===== src/rtl/param_memory.sv =====
// param_memory: byte-enabled 1W/1R synchronous RAM with a post-reset clear sweep.
// Ports: clk, reset (async, active-high), cen, wen, wr_addr, ben, din, ren,
//   rd_addr -> dout (registered, latency 1), dout_valid, busy (sweep running).
// Macro PARAM_MEMORY_BYPASS_EN: same-address read/write returns the merged
//   new word; when undefined the read returns the old word (read-first).
module param_memory #(
   parameter int DATA_W = 32,
   parameter int ADDR_W = 5
) (
   input  logic                clk,
   input  logic                reset,
   input  logic                cen,
   input  logic                wen,
   input  logic [ADDR_W-1:0]   wr_addr,
   input  logic [DATA_W/8-1:0] ben,
   input  logic [DATA_W-1:0]   din,
   input  logic                ren,
   input  logic [ADDR_W-1:0]   rd_addr,
   output logic [DATA_W-1:0]   dout,
   output logic                dout_valid,
   output logic                busy
);

   localparam int NB    = DATA_W / 8;
   localparam int DEPTH = 2 ** ADDR_W;
   localparam logic [ADDR_W-1:0] LAST_ADDR = '1;

   typedef enum logic {
      S_CLEAR,
      S_RUN
   } state_t;

   state_t              r_state;
   state_t              w_state_nxt;
   logic [ADDR_W-1:0]   r_clr_cnt;
   logic [ADDR_W-1:0]   w_clr_cnt_nxt;
   logic [DATA_W-1:0]   r_mem [DEPTH];

   logic                w_run;
   logic                w_clr_en;
   logic                w_wr_en;
   logic                w_collide;
   logic [DATA_W-1:0]   w_old_wr;
   logic [DATA_W-1:0]   w_merged;
   logic [DATA_W-1:0]   w_rd_word;

   always_ff @(posedge clk or posedge reset) begin
      if (reset) begin
         r_state   <= S_CLEAR;
         r_clr_cnt <= '0;
      end else begin
         r_state   <= w_state_nxt;
         r_clr_cnt <= w_clr_cnt_nxt;
      end
   end

   always_comb begin
      w_state_nxt   = r_state;
      w_clr_cnt_nxt = r_clr_cnt;
      unique case (r_state)
         S_CLEAR: begin
            w_clr_cnt_nxt = r_clr_cnt + 1'b1;
            if (r_clr_cnt == LAST_ADDR) begin
               w_state_nxt = S_RUN;
            end
         end
         S_RUN: begin
            w_clr_cnt_nxt = '0;
         end
      endcase
   end

   assign busy  = (r_state == S_CLEAR);
   assign w_run = (r_state == S_RUN);

   // Hold the sweep off while reset is still high so word 0 is
   // written on the first edge after release, not during reset.
   assign w_clr_en = busy && !reset;
   assign w_wr_en  = w_run && cen && wen;

   always_comb begin
      w_old_wr = r_mem[wr_addr];
      w_merged = w_old_wr;
      for (int k = 0; k < NB; k++) begin
         if (ben[k]) begin
            w_merged[8*k +: 8] = din[8*k +: 8];
         end
      end
   end

   always_ff @(posedge clk) begin
      if (w_clr_en) begin
         r_mem[r_clr_cnt] <= '0;
      end else if (w_wr_en) begin
         r_mem[wr_addr] <= w_merged;
      end
   end

`ifdef PARAM_MEMORY_BYPASS_EN
   assign w_collide = w_wr_en && (wr_addr == rd_addr);
`else
   assign w_collide = 1'b0;
`endif

   // With ben=0 the merged word equals the old word, so the bypass
   // needs no separate byte-enable qualification.
   assign w_rd_word = w_collide ? w_merged : r_mem[rd_addr];

   always_ff @(posedge clk or posedge reset) begin
      if (reset) begin
         dout       <= '0;
         dout_valid <= 1'b0;
      end else if (!w_run) begin
         dout       <= '0;
         dout_valid <= 1'b0;
      end else if (!cen) begin
         dout       <= '0;
         dout_valid <= 1'b0;
      end else if (ren) begin
         dout       <= w_rd_word;
         dout_valid <= 1'b1;
      end else begin
         dout_valid <= 1'b0;
      end
   end

endmodule


===== config.mk =====
export PLATFORM = sky130hd
export DESIGN_NAME = param_memory
export DESIGN_NICKNAME = d
export VERILOG_FILES = /design/src/rtl/param_memory.sv
export SDC_FILE = /design/constraint.sdc
export NUM_CORES = 1
export LEC_CHECK = 0
export ABC_AREA = 1
export CORE_MARGIN = 2
export CORE_UTILIZATION = 35
export DETAILED_ROUTE_END_ITERATION = 16
export HOLD_SLACK_MARGIN = 0.06
export SYNTH_ARGS = -nofsm -noshare
export SYNTH_HDL_FRONTEND = slang
export SYNTH_SLANG_ARGS = --single-unit

===== constraint.sdc =====
create_clock -name clk -period 3.05 [get_ports clk]
set_input_delay 0.305 -clock clk [delete_from_list [all_inputs] [get_ports clk]]
set_output_delay 0.305 -clock clk [all_outputs]
set_load 0.1 [all_outputs]

==> results of run 1 <==
[stage by stage]
step / util, % / instances / power, mW / cell area, sq um
3_3_place_gp: 38.56 / 5536 / 18.76 / 48230
3_5_place_dp: 38.56 / 5536 / 18.78 / 48230
6_report: 41.37 / 5729 / 31.64 / 51750
4_1_cts: 41.37 / 5729 / 31.88 / 51750
2_1_floorplan: - / 3802 / 17.74 / 43980
5_1_grt: 41.37 / 5729 / 32.59 / 51750
[metal layers]
layer / vias to the layer above / wire (um) / GRT usage [%]
li1: 13700 / - / -
met1: 14260 / 51430 / 24.73
met5: - / 23 / 0
met2: 1013 / 57910 / 30.96
met3: 192 / 8601 / 3.345
met4: 4 / 3037 / 5.431
[final cells by class]
type / instances / area (sq um)
clock buffers: 132 / 2828
clock inverters: 61 / 693.2
fillers: 11620 / 73340
inverters: 50 / 205.2
multi-input cells: 2429 / 11140
flip-flops and latches: 1063 / 31730
well taps: 1650 / 2064
repair buffers: 344 / 3093
[flip-flops by register name (all words and copies together), names as in the netlist]
| signal | cells |
|---|---|
| r_mem | 1024 |
| dout | 32 |
| r_clr_cnt | 5 |
| dout_valid | 1 |
| r_state | 1 |
[power by group through the flow]
stage,clock network (mW),logic [mW],registers (mW)
after floorplan,0,1.11,16.6
after global placement,0,2.36,16.4
after detailed placement,0,2.37,16.4
after CTS,13.4,2.38,16.1
after global routing,14.0,2.54,16.1
final,13.2,2.37,16.1
[cell families after synthesis]
family,after synthesis,share of synthesized area [%]
buf+inv,310,2.859
flops,1063,72.14
simple gates,2411,24.68
compound gates,16,0.2674
fa+ha+maj,2,0.05689
[worst min path at each step]
stage	startpoint	to	slack [ns]
2_1_floorplan	r_clr_cnt[0]	r_clr_cnt[0]	0.50
3_3_place_gp	dout[16]	dout[16]	0.47
3_5_place_dp	dout[16]	dout[16]	0.47
4_1_cts	reset	dout[20]	0.09
5_1_grt	reset	dout[16]	0.13
6_report	reset	dout[17]	0.10
[placed cells by master, fill, tap and decap left out, drive strengths merged]
| master | instances |
|---|---|
| a21oi | 6 |
| buf | 299 |
| clkbuf | 132 |
| dfrtp | 39 |
| nor3 | 128 |
| nor2 | 40 |
| nand3 | 873 |
| clkdlybuf4s50 | 45 |
| nand2 | 1369 |
| edfxtp | 1024 |
| clkinvlp | 6 |
| bufinv | 13 |
| o21ai | 10 |
| inv | 58 |
| clkinv | 34 |
| ha | 2 |
| or2 | 1 |
==> key figures, run 1 <==
GRT
  – Vias in the first global route: 28820
  – Largest net degree at the start of global routing: 139
  – Global route overflow: 0
  – Initial antenna violation count: 3
  – First-pass GRT wire length: 178600 um
  – Total track usage: 18.55%

Min path
  – Hold Path Class: input port to asynchronous set/reset pin

Logic synthesis
  – Cell area after synthesis: 43980 sq um
  – Syn_area_per_cell: 11.57 sq um
  – Cell with the most instances after synthesis: nand2_1
  – Share of the synthesized area in the top cell type: 69.92%
  – Top cells by instance count after synthesis: nand2_1, edfxtp_1, nand3_1
  – #FFs+latches synth: 1063
  – Synth Flop Type: edfxtp_1
  – Post-synthesis cell type count: 25
  – Number of synthesized flops with an enable pin: 1024
  – YS warnings: 0
  – Synth Instances: 3802
  – Sequential element share of the synthesized area: 72.14%
  – Synthesized Nets: 3855
  – Top cell type by total area after synthesis: edfxtp_1
  – Synth area leaders: edfxtp_1, nand2_1, nand3_1
  – Ys async rst share: 3.669%

Worst setup path
  – Worst Setup EP: r_mem[24][2]
  – Buffers and inverters on the worst path: 2
  – CP Class: flop to flop
  – Slowest cell on crit path: o21ai_2
  – Flop-to-flop setup slack: 0.38 ns
  – Critical path cell sequence: nand2_2 -> nor2_4 -> o21ai_1 -> nand2_4 -> o21ai_2 -> nand3_4 -> buf_12 -> nor3_1 -> buf_4
  – Crit path max fanout: 17
  – Top Family by Delay on Critical Path: simple AND/OR/NAND/NOR gates
  – Worst R2R Path Depth: 9
  – Reg-to-Reg End: r_mem[24][2]
  – Startpoint types: flop
  – CP max stage delay: 0.46 ns
  – Critical path depth: 9
  – Critical path required time: 3.43 ns
  – CP arrival: 3.05 ns
  – CP endpoint kind: flop
  – Reg-to-Reg Start: r_state
  – Crit path from: r_state

STA
  – Final Skew: 0.02245 ns
  – Tightest Pin Transition: 1.212 ns
  – Fmax achieved: 375.2 MHz
  – Final Hold Fails: 0
  – Final Max Tran Viols: 0
  – Total negative slack: 0 ns
  – Final worst slack: 0.3845 ns
  – RSZ-0062 raised after global routing: false
  – Tmin final: 2.666 ns
  – # setup viols final: 0
  – Worst slew margin: 19.17%
  – Final period util: 87.39%
  – Worst hold slack: 0.1040 ns

Clocking
  – Post-CTS Setup Inserts: 0
  – Clk Latency, worst-skew pair: 0.68 ns
  – TritonCTS clock tree: done
  – Hold buffer count at cts: 0
  – H-tree levels: 3
  – Reg clk slew, reported paths: 0.06 ns
  – Clk root buf: clkbuf_16
  – Number of gates resized after CTS: 0
  – CTS Sinks: 1063
  – Worst-case clock buffer depth: 3
  – Number of buffers created by CTS: 103

Job
  – Max cap viols: 0

Die
  – Die height: 358.5 um
  – Row cnt: 130
  – Starting Density: 35.16%
  – Die ar.: 128500 sq um
  – Core area: 125100 sq um
  – # IOs: 85
  – Chip Width: 358.5 um

Placed design
  – HPWL after DPL: 72780 um
  – Gpl congestion: 0.8280
  – Port buffer count: 84
  – Pre-CTS setup slack: 0.1113 ns

Status
  – Outcome: completed

Routing
  – Post-Route WL: 121000 um
  – Residual DRC: 0
  – Post-route ant nets: 0
  – DR WL/cell: 21.12 um
  – DRT Pass-1 Iters: 6
  – Via count: 29160
  – Vias/cell: 5.090
  – 1st-iter DRT viols: 2903

Power and ir drop
  – LEAKAGE: 19.71 nW
  – PD cells: 611.5 nW/um^2
  – Sw Share: 23.13%
  – Clock group share of total power: 41.7%
  – Net Switching: 7.318 mW
  – P_int: 24.33 mW
  – Seq pwr share: 50.8%
  – Comb pwr share: 7.5%
  – Max VDD drop: 0.0004112 V

Layout
  – Layout cells sized above 1: 14.95%
  – P&R area growth vs syn: 17.66%
  – Nets: 4044
  – Diode count: 0
Note: power is estimated with default switching activity, not from simulation.
==> run 2, diff against run 1 <==
--- a/config.mk
+++ b/config.mk
@@ -13,3 +13,4 @@
 export SYNTH_ARGS = -nofsm -noshare
 export SYNTH_HDL_FRONTEND = slang
 export SYNTH_SLANG_ARGS = --single-unit
+export TNS_END_PERCENT = 50
==> results of run 2 <==
No change in the layout: final DEF, timing and power equal those of run 1.
